--- config.mk ---
export PLATFORM = sky130hd
export DESIGN_NAME = byte_word_packer
export DESIGN_NICKNAME = d
export VERILOG_FILES = /design/src/rtl/byte_word_packer.sv
export SDC_FILE = /design/constraint.sdc
export NUM_CORES = 1
export LEC_CHECK = 0
export ABC_AREA = 1
export ABC_CLOCK_PERIOD_IN_PS = 2500
export BUFFER_PORTS_ARGS = -buffer_cell sky130_fd_sc_hd__buf_2
export CELL_PAD_IN_SITES_DETAIL_PLACEMENT = 1
export CELL_PAD_IN_SITES_GLOBAL_PLACEMENT = 2
export CORE_MARGIN = 2
export CORE_UTILIZATION = 29
export CTS_BUF_LIST = sky130_fd_sc_hd__clkbuf_16
export CTS_CLUSTER_DIAMETER = 80
export DETAILED_ROUTE_END_ITERATION = 6
export GPL_ROUTABILITY_DRIVEN = 1
export PLACE_DENSITY_LB_ADDON = 0.1
export SLEW_MARGIN = 5
export SYNTH_ARGS = -nofsm -noshare
export SYNTH_HDL_FRONTEND = slang
export SYNTH_SLANG_ARGS = --single-unit
--- constraint.sdc ---
create_clock -name clk -period 2.5 [get_ports clk]
set_clock_uncertainty 0.15 [all_clocks]
set_input_delay 0.25 -clock clk [delete_from_list [all_inputs] [get_ports clk]]
set_output_delay 0.25 -clock clk [all_outputs]
set_load 0.005 [all_outputs]
--- src/rtl/byte_word_packer.sv ---
// Byte-to-word packer: assembles a byte stream little-endian into 32-bit words,
// with a level-sensitive flush that emits a partial word plus byte enables.
module byte_word_packer #(
    parameter logic [7:0] FLUSH_FILL = 8'h00
) (
    input  logic        clk,
    input  logic        rst,
    input  logic        in_valid,
    output logic        in_ready,
    input  logic [7:0]  in_byte,
    input  logic        flush,
    output logic        out_valid,
    input  logic        out_ready,
    output logic [31:0] out_word,
    output logic [3:0]  out_be,
    output logic [2:0]  out_count
);

    logic [31:0] r_acc;
    logic [1:0]  r_lane;
    logic [3:0]  r_be_acc;
    logic        r_out_valid;
    logic [31:0] r_out_word;
    logic [3:0]  r_out_be;
    logic [2:0]  r_out_count;

    logic        w_slot_free;
    logic        w_in_xfer;
    logic        w_complete;
    logic        w_flush_fire;
    logic        w_load;
    logic [3:0]  w_hit;
    logic [31:0] w_merged_acc;
    logic [3:0]  w_merged_be;
    logic [31:0] w_load_word;
    logic [2:0]  w_load_count;

    assign w_slot_free = !r_out_valid || out_ready;
    assign in_ready    = (r_lane != 2'd3) || w_slot_free;
    assign w_in_xfer   = in_valid && in_ready;
    assign w_complete  = w_in_xfer && (r_lane == 2'd3);

    // The byte accepted this cycle is merged in before deciding what to emit,
    // so a same-cycle flush carries it and a completion sees all four lanes.
    for (genvar k = 0; k < 4; k++) begin : g_lane
        assign w_hit[k]              = w_in_xfer && (r_lane == 2'(k));
        assign w_merged_be[k]        = r_be_acc[k] | w_hit[k];
        assign w_merged_acc[8*k +: 8] = w_hit[k] ? in_byte : r_acc[8*k +: 8];
        assign w_load_word[8*k +: 8]  = w_merged_be[k] ? w_merged_acc[8*k +: 8] : FLUSH_FILL;
    end

    always_comb begin
        w_load_count = 3'd0;
        for (int i = 0; i < 4; i++) begin
            w_load_count = w_load_count + {2'b00, w_merged_be[i]};
        end
    end

    assign w_flush_fire = flush && w_slot_free && (w_merged_be != 4'b0000) && !w_complete;
    assign w_load       = w_complete || w_flush_fire;

    always_ff @(posedge clk) begin
        if (rst) begin
            r_acc       <= 32'h0;
            r_lane      <= 2'd0;
            r_be_acc    <= 4'b0000;
            r_out_valid <= 1'b0;
            r_out_word  <= 32'h0;
            r_out_be    <= 4'b0000;
            r_out_count <= 3'd0;
        end else begin
            if (w_load) begin
                r_acc    <= 32'h0;
                r_be_acc <= 4'b0000;
                r_lane   <= 2'd0;
            end else if (w_in_xfer) begin
                r_acc    <= w_merged_acc;
                r_be_acc <= w_merged_be;
                r_lane   <= r_lane + 2'd1;
            end

            // A load only happens when the slot is free, so it may overwrite
            // a word that is leaving this same cycle.
            if (w_load) begin
                r_out_valid <= 1'b1;
                r_out_word  <= w_load_word;
                r_out_be    <= w_merged_be;
                r_out_count <= w_load_count;
            end else if (r_out_valid && out_ready) begin
                r_out_valid <= 1'b0;
            end
        end
    end

    assign out_valid = r_out_valid;
    assign out_word  = r_out_word;
    assign out_be    = r_out_be;
    assign out_count = r_out_count;

endmodule

==> run_summary.xml, run 1 <==
<?xml version="1.0" encoding="UTF-8"?>
<metrics>
  <group name="synthesis">
    <metric name="synthesis.area_per_instance" unit="µm²">7.64</metric>
    <metric name="yosysTopAreaCellShare" unit="%">48.4</metric>
    <metric name="seq_area_frac_synth" unit="%">48.4</metric>
    <metric name="postSynthRegisterBits" unit="">78</metric>
    <metric name="post_synth_instance_area" unit="µm²">3220</metric>
    <metric name="ys.warnings.count" unit="">0</metric>
    <metric name="synth.net_count" unit="">443</metric>
    <metric name="synthTopCellsByArea" unit="">dfxtp_1, nand2_1, nand4_1</metric>
    <metric name="yosys.area.top_type" unit="">dfxtp_1</metric>
    <metric name="synthesis.instances" unit="">422</metric>
    <metric name="yosys.cell_types.count" unit="">23</metric>
  </group>
  <group name="worst_setup_path">
    <metric name="cp_slowest_cell" unit="">fa_1</metric>
    <metric name="endpoint_kind" unit="">flip-flop</metric>
    <metric name="worst_path_dominant_cell_family" unit="">adder cells</metric>
    <metric name="cpMostUsedCell" unit="">ha_1</metric>
    <metric name="cell_chain_of_the_critical_path" unit="">ha_1 &gt; nand3_2 &gt; nand2_4 &gt; nor2_2 &gt; inv_1 &gt; nand2_2 &gt; fa_1 &gt; ha_1 &gt; ha_1 &gt; a21oi_1 &gt; nor2_1</metric>
    <metric name="critPathKind" unit="">flip-flop to flip-flop</metric>
    <metric name="data_arrival_time_of_the_critical_path" unit="ps">2430</metric>
    <metric name="cp_num_cells" unit="">11</metric>
    <metric name="critical_path.n_buffers_inverters" unit="">1</metric>
    <metric name="crit_required" unit="ps">2580</metric>
    <metric name="worstSetupStartpointType" unit="">flip-flop</metric>
    <metric name="rr_worst_depth" unit="">11</metric>
    <metric name="worstPathMaxFanout" unit="">5</metric>
    <metric name="critical_path.max_stage_delay" unit="ps">480</metric>
    <metric name="reg2reg_setup_slack" unit="ps">160</metric>
  </group>
  <group name="floorplanning">
    <metric name="die-width" unit="µm">109</metric>
    <metric name="std_cell_rows" unit="">38</metric>
    <metric name="coreArea" unit="µm²">10800</metric>
    <metric name="boundaryPins" unit="">54</metric>
    <metric name="die_area" unit="µm²">12000</metric>
    <metric name="initial_cell_density_of_the_core" unit="%">29.7</metric>
    <metric name="die_y" unit="µm">109</metric>
  </group>
  <group name="layout">
    <metric name="finalNonFillerCells" unit="">625</metric>
    <metric name="post_route_cells_drive_above_1_share" unit="%">21.2</metric>
    <metric name="insertedDiodeCount" unit="">0</metric>
    <metric name="fin_nets" unit="">501</metric>
    <metric name="num-fill-cells" unit="">1357</metric>
    <metric name="area_growth" unit="%">24.6</metric>
  </group>
  <group name="drt">
    <metric name="via_per_inst" unit="">4.72</metric>
    <metric name="route.vias.total" unit="">2950</metric>
    <metric name="drtIter0Drc" unit="">85</metric>
    <metric name="routed_wl" unit="µm">9690</metric>
    <metric name="drt_first_pass_iters" unit="">4</metric>
    <metric name="route.detailed.wl_per_inst" unit="µm">15.5</metric>
    <metric name="drtAntennaViolNets" unit="">0</metric>
    <metric name="drt_drc_violations_left" unit="">0</metric>
  </group>
  <group name="timing">
    <metric name="fmax" unit="MHz">427</metric>
    <metric name="fin_setup_tns" unit="ps">0</metric>
    <metric name="slew-limit-headroom" unit="%">45.9</metric>
    <metric name="layout_worst_path_cycle_share" unit="%">93.8</metric>
    <metric name="finalCriticalPeriod" unit="ps">2340</metric>
    <metric name="final-setup-viol-count" unit="">0</metric>
    <metric name="setup_repair_after_global_routing_missed_its_margin" unit="">false</metric>
    <metric name="slew_violations" unit="">0</metric>
    <metric name="fin_hold_viols" unit="">0</metric>
    <metric name="worst_pin_slew" unit="ps">811</metric>
  </group>
  <group name="global_route">
    <metric name="first_global_vias" unit="">3046</metric>
    <metric name="track_usage" unit="%">17.4</metric>
    <metric name="antenna_found_initial" unit="">0</metric>
    <metric name="grt_pass1_wl" unit="µm">15600</metric>
    <metric name="globalRouteOverflowTotal" unit="">0</metric>
    <metric name="maximum_number_of_pins_on_one_net_before_global_route_repair" unit="">38</metric>
  </group>
  <group name="clock_network">
    <metric name="clk_latency" unit="ps">330</metric>
    <metric name="clk_pin_slew" unit="ps">60</metric>
    <metric name="numClockSinks" unit="">78</metric>
    <metric name="cts_inserted_buffers" unit="">9</metric>
    <metric name="clock_tree.htree_level_count" unit="">3</metric>
    <metric name="cts_tree" unit="">done</metric>
    <metric name="clock_tree.buffer_depth" unit="">2</metric>
    <metric name="holdBufCountCts" unit="">0</metric>
    <metric name="cts.root.buffer_cell" unit="">clkbuf_16</metric>
  </group>
  <group name="power_and_ir_drop">
    <metric name="ir_drop" unit="mV">0.281</metric>
    <metric name="seq_power_share" unit="%">43.9</metric>
    <metric name="cellInternalPower" unit="µW">2180</metric>
    <metric name="reported_net_switching_power" unit="µW">795</metric>
    <metric name="clockPowerShare" unit="%">43.6</metric>
    <metric name="share_comb_of_total_power" unit="%">12.5</metric>
    <metric name="cellPowerDensity" unit="nW/µm²">742</metric>
    <metric name="total_leakage_power" unit="µW">0.00194</metric>
    <metric name="switching_share" unit="%">26.7</metric>
  </group>
  <group name="job">
    <metric name="drv_cap" unit="">0</metric>
  </group>
  <group name="worst_hold_path">
    <metric name="worst_hold_path_type" unit="">primary input to flip-flop</metric>
    <metric name="min_path_cells" unit="">4</metric>
  </group>
  <group name="place">
    <metric name="placed_cells_incl_taps" unit="">609</metric>
    <metric name="gp_congestion" unit="">0.728</metric>
    <metric name="post-dp-hpwl" unit="µm">6510</metric>
    <metric name="io_buffers" unit="">53</metric>
  </group>
  <group name="run_status">
    <metric name="run_status" unit="">complete, no violations</metric>
  </group>
</metrics>
[stage by stage]
stage	cell area, µm²	hold slack, ps	total power (µW)	utilization (%)	setup slack [ps]
after CTS	3990	143	3010	36.8	18.5
after floorplan	3220	287	1560	-	69.4
after global placement	3690	304	1690	34.1	119
after detailed placement	3690	313	1700	34.1	19.2
after global routing	4020	165	3140	37.0	2.26
final	4020	145	2980	37.0	156
[registers in the layout, indices dropped and copies added, names as in the netlist]
| register | flops |
|---|---|
| out_word | 32 |
| r_acc | 32 |
| out_be | 4 |
| r_be_acc | 4 |
| out_count | 3 |
| r_lane | 2 |
| out_valid | 1 |
[logic make-up (layout without fill, tap and decap cells)]
logic type | after synthesis | in the layout | share of synthesized area [%]
buf+inv | 73 | 136 | 9.63
compound gates | 39 | 39 | 6.60
simple gates | 224 | 224 | 32.0
fa+ha+maj | 8 | 8 | 3.34
flops | 78 | 78 | 48.4
[power groups by stage]
stage | Combinational, µW | Sequential, µW | Clock [µW]
detailed placement | 364 | 1330 | 0
global route | 422 | 1310 | 1410
CTS | 368 | 1310 | 1340
floorplan | 226 | 1330 | 0
global placement | 359 | 1330 | 0
finish | 373 | 1310 | 1300
[cell usage after synthesis, drive strengths merged]
master and n:
dfxtp 78, clkbuf 10, buf 16, a21boi 1, nand2 87, a21oi 6, o21ai 26, nor2 59
inv 47, o21a 6, ha 7, fa 1, nand4 36, nand3b 7, nand3 35
[layout by cell type (no fill, tap or decap)]
| master | instances |
|---|---|
| nor2_2 | 2 |
| clkinv_2 | 2 |
| nand3_1 | 31 |
| o21ai_1 | 5 |
| nand2_4 | 3 |
| a21boi_0 | 1 |
| nand2_1 | 82 |
| nand3b_1 | 7 |
| dfxtp_2 | 1 |
| inv_2 | 4 |
| buf_12 | 1 |
| ha_1 | 7 |
| inv_6 | 1 |
| nor2_1 | 57 |
| clkinvlp_4 | 1 |
| buf_4 | 17 |
| clkbuf_16 | 9 |
| a21oi_1 | 6 |
| o21a_1 | 6 |
| nand4_1 | 36 |
| buf_6 | 1 |
| nand2_2 | 2 |
| buf_8 | 1 |
| fa_1 | 1 |
| inv_1 | 42 |
| nand3_2 | 4 |
| dfxtp_1 | 77 |
| o21ai_0 | 21 |
| clkinv_1 | 3 |
| buf_2 | 53 |
| bufinv_16 | 1 |
[layer usage]
| metal | vias to the layer above | wire length (µm) | global-route usage [%] | share of wire, % |
|---|---|---|---|---|
| met2 | 46 | 4400 | 28.4 | 45 |
| li1 | 1485 | - | - | - |
| met5 | - | 0 | 0 | 0 |
| met1 | 1407 | 4860 | 23.0 | 50 |
| met4 | 0 | 166 | 6.15 | 1.7 |
| met3 | 12 | 273 | 3.08 | 2.8 |
[final cells by class]
type	instances	area, µm²	share of cell area, %
multi-input cells	271	1370	34.2
inverters	47	176	4.39
clock buffers	9	225	5.61
flip-flops and latches	78	1560	38.9
clock inverters	7	63.8	1.59
well taps	140	175	4.36
repair buffers	73	439	10.9
[repair_timing]
action	CTS	global route
endpoints found under the hold margin	0	0
buffers inserted	0	0
gates cloned	0	0
endpoints found under the setup margin	2	77
resized for setup	1	10
[final timing paths]
| kind | from | to |
|---|---|---|
| worst max-delay path | r_lane[1] | out_count[1] |
| worst min-delay path | in_byte[1] | r_acc[17] |
| worst max register to register | r_lane[1] | out_count[1] |
| worst min register to register | out_word[27] | out_word[27] |
[worst reg2reg max path: stages, from the launching register on]
cell	delay [ps]
dfxtp_1	330
ha_1	200
nand3_2	140
nand2_4	120
nor2_2	40
inv_1	50
nand2_2	80
fa_1	480
ha_1	200
ha_1	270
a21oi_1	120
nor2_1	60
Power figures use the tool's default switching activity.
==> run 2: changes to the inputs <==
--- a/config.mk
+++ b/config.mk
@@ -8,15 +8,13 @@
 export ABC_AREA = 1
 export ABC_CLOCK_PERIOD_IN_PS = 2500
 export BUFFER_PORTS_ARGS = -buffer_cell sky130_fd_sc_hd__buf_2
-export CELL_PAD_IN_SITES_DETAIL_PLACEMENT = 1
-export CELL_PAD_IN_SITES_GLOBAL_PLACEMENT = 2
 export CORE_MARGIN = 2
-export CORE_UTILIZATION = 29
+export CORE_UTILIZATION = 44
 export CTS_BUF_LIST = sky130_fd_sc_hd__clkbuf_16
 export CTS_CLUSTER_DIAMETER = 80
 export DETAILED_ROUTE_END_ITERATION = 6
 export GPL_ROUTABILITY_DRIVEN = 1
-export PLACE_DENSITY_LB_ADDON = 0.1
+export PLACE_DENSITY = 0.67
 export SLEW_MARGIN = 5
 export SYNTH_ARGS = -nofsm -noshare
 export SYNTH_HDL_FRONTEND = slang
==> run_summary.xml, run 2 (synthesized netlist as in run 1, its figures left out) <==
<?xml version="1.0" encoding="UTF-8"?>
<metrics>
  <group name="run_status">
    <metric name="run_status" unit="">complete, no violations</metric>
  </group>
  <group name="place">
    <metric name="gp_congestion" unit="">0.790</metric>
    <metric name="post-dp-hpwl" unit="µm">5120</metric>
    <metric name="placement_stage_worst_setup_slack" unit="ps">-22.2</metric>
    <metric name="placed_cells_incl_taps" unit="">562</metric>
    <metric name="io_buffers" unit="">53</metric>
  </group>
  <group name="timing">
    <metric name="slew_violations" unit="">0</metric>
    <metric name="layout_worst_path_cycle_share" unit="%">95.4</metric>
    <metric name="final-setup-viol-count" unit="">0</metric>
    <metric name="slew-limit-headroom" unit="%">45.8</metric>
    <metric name="finalCriticalPeriod" unit="ps">2380</metric>
    <metric name="worst_pin_slew" unit="ps">812</metric>
    <metric name="whs" unit="ps">149</metric>
    <metric name="worst_slack" unit="ps">115</metric>
    <metric name="fmax" unit="MHz">419</metric>
    <metric name="fin_hold_viols" unit="">0</metric>
  </group>
  <group name="global_route">
    <metric name="maximum_number_of_pins_on_one_net_before_global_route_repair" unit="">52</metric>
    <metric name="track_usage" unit="%">20.1</metric>
    <metric name="globalRouteOverflowTotal" unit="">0</metric>
    <metric name="grt_pass1_wl" unit="µm">12200</metric>
    <metric name="antenna_found_initial" unit="">0</metric>
    <metric name="first_global_vias" unit="">2606</metric>
  </group>
  <group name="drt">
    <metric name="route.detailed.wl_per_inst" unit="µm">13.3</metric>
    <metric name="drt_first_pass_iters" unit="">4</metric>
    <metric name="drtIter0Drc" unit="">152</metric>
    <metric name="via_per_inst" unit="">4.94</metric>
    <metric name="routed-wl-met2" unit="µm">3530</metric>
    <metric name="routed_wl" unit="µm">7710</metric>
    <metric name="drt_drc_violations_left" unit="">0</metric>
    <metric name="dr.max_layer_used" unit="">met4</metric>
    <metric name="drtAntennaViolNets" unit="">0</metric>
    <metric name="wirelength_met1" unit="µm">3680</metric>
    <metric name="route.vias.total" unit="">2863</metric>
    <metric name="dr_wl_met3" unit="µm">360</metric>
  </group>
  <group name="clock_network">
    <metric name="clock_tree.buffer_depth" unit="">2</metric>
    <metric name="clock_tree.htree_level_count" unit="">3</metric>
    <metric name="numClockSinks" unit="">78</metric>
    <metric name="cts_tree" unit="">done</metric>
    <metric name="cts_inserted_buffers" unit="">9</metric>
    <metric name="clk_pin_slew" unit="ps">60</metric>
    <metric name="clk_latency" unit="ps">340</metric>
    <metric name="cts.root.buffer_cell" unit="">clkbuf_16</metric>
  </group>
  <group name="floorplanning">
    <metric name="die-width" unit="µm">89.6</metric>
    <metric name="boundaryPins" unit="">54</metric>
    <metric name="coreArea" unit="µm²">7180</metric>
    <metric name="std_cell_rows" unit="">31</metric>
    <metric name="initial_cell_density_of_the_core" unit="%">44.9</metric>
    <metric name="die_area" unit="µm²">8030</metric>
    <metric name="die_y" unit="µm">89.6</metric>
  </group>
  <group name="power_and_ir_drop">
    <metric name="ir_drop" unit="mV">0.362</metric>
    <metric name="total_leakage_power" unit="µW">0.00193</metric>
    <metric name="cellPowerDensity" unit="nW/µm²">760</metric>
    <metric name="finalPower" unit="µW">3010</metric>
  </group>
  <group name="layout">
    <metric name="finalNonFillerCells" unit="">579</metric>
    <metric name="fin_nets" unit="">496</metric>
    <metric name="multi_input_comb_area" unit="µm²">1370</metric>
    <metric name="finalCoreUtilization" unit="%">55.1</metric>
    <metric name="layout_commonest_cell" unit="">nand2_1</metric>
    <metric name="register_area" unit="µm²">1560</metric>
    <metric name="insertedDiodeCount" unit="">0</metric>
    <metric name="post_route_cells_drive_above_1_share" unit="%">20.2</metric>
    <metric name="area_growth" unit="%">22.7</metric>
    <metric name="num-fill-cells" unit="">693</metric>
    <metric name="most_frequent_cells_in_the_layout" unit="">nand2_1, dfxtp_1, nor2_1</metric>
  </group>
  <group name="worst_setup_path">
    <metric name="cell_chain_of_the_critical_path" unit="">ha_2 &gt; nand3_2 &gt; nand2_4 &gt; nor2_2 &gt; inv_1 &gt; nand2_2 &gt; fa_1 &gt; ha_1 &gt; ha_1 &gt; a21oi_1 &gt; nor2_1</metric>
    <metric name="cp_num_cells" unit="">11</metric>
    <metric name="worst_path_dominant_cell_family" unit="">adder cells</metric>
    <metric name="cp_slowest_cell" unit="">fa_1</metric>
    <metric name="critical_path.endpoint" unit="">out_count[1]</metric>
    <metric name="critPathLaunch" unit="">r_lane[0]</metric>
    <metric name="regToRegEndpoint" unit="">out_count[1]</metric>
    <metric name="reg2reg_setup_slack" unit="ps">120</metric>
    <metric name="cpMostUsedCell" unit="">ha_1</metric>
    <metric name="rr_worst_depth" unit="">11</metric>
    <metric name="critical_path.n_buffers_inverters" unit="">1</metric>
    <metric name="critPathKind" unit="">flip-flop to flip-flop</metric>
    <metric name="crit_required" unit="ps">2580</metric>
    <metric name="critical_path.reg2reg.startpoint" unit="">r_lane[0]</metric>
    <metric name="worstPathMaxFanout" unit="">5</metric>
    <metric name="critical_path.max_stage_delay" unit="ps">420</metric>
    <metric name="worstSetupStartpointType" unit="">flip-flop</metric>
    <metric name="data_arrival_time_of_the_critical_path" unit="ps">2460</metric>
    <metric name="endpoint_kind" unit="">flip-flop</metric>
  </group>
  <group name="worst_hold_path">
    <metric name="worst_hold_path_type" unit="">primary input to flip-flop</metric>
  </group>
  <group name="job">
    <metric name="drv_cap" unit="">0</metric>
  </group>
</metrics>
## run 2: changes by cell type in the layout (fill, tap and decap cells not counted), moves of 2 or more
cell     delta
buf_4       -5
inv_1       +3
buf_12      +2
inv_2       -2
nand2_2     +2
nand2_4     -2
## run 2: area by class of cell
class / instances / area share, %
Inverter: 47 / 4.53
Timing Repair Buffer: 68 / 10.5
Multi-Input combinational cell: 271 / 34.6
Clock buffer: 9 / 5.70
Tap cell: 99 / 3.13
Sequential cell: 78 / 39.6
Clock inverter: 7 / 2.03
## run 2: what timing repair did
action	CTS	global route
hold buffers	0	0
pin swaps	1	0
cloned	0	0
gates resized for setup	2	6
setup buffers	1	0
endpoints found under the setup margin	3	78
## run 2: power breakdown
group	switching, µW	internal [µW]
sequential	18.1	1290
clock	496	858
combinational	222	121
## run 2: worst min-delay path by stage
| stage | startpoint | end | slack (ps) | cells after the start |
|---|---|---|---|---|
| 3_5_place_dp | r_be_acc[3] | r_be_acc[3] | 300 | 2 |
| 3_3_place_gp | r_be_acc[3] | r_be_acc[3] | 290 | 2 |
| 2_1_floorplan | r_be_acc[3] | r_be_acc[3] | 290 | 2 |
| 4_1_cts | in_byte[5] | r_acc[21] | 150 | 4 |
| 5_1_grt | in_valid | r_lane[1] | 170 | 4 |
| 6_report | in_byte[5] | r_acc[21] | 150 | 4 |
## run 2: metrics by stage
| step | TNS (ps) | cell area (µm²) |
|---|---|---|
| 6_report | 0 | 3950 |
| 5_1_grt | -9.63 | 3950 |
| 4_1_cts | 0 | 3940 |
| 3_5_place_dp | -26.0 | 3620 |
| 3_3_place_gp | 0 | 3620 |
| 2_1_floorplan | 0 | 3220 |
## run 2: metal layers
layer / GRT usage [%] / vias to the layer above
li1: - / 1481
met1: 26.6 / 1305
met2: 32.2 / 66
met3: 4.39 / 11
met4: 7.60 / 0
met5: 0 / -
## run 2: worst register-to-register path, stage by stage (launching register included)
cell and delay, ps:
dfxtp_2 340, ha_2 200, nand3_2 120, nand2_4 80
nor2_2 150, inv_1 70, nand2_2 110, fa_1 420
ha_1 190, ha_1 270, a21oi_1 120, nor2_1 60
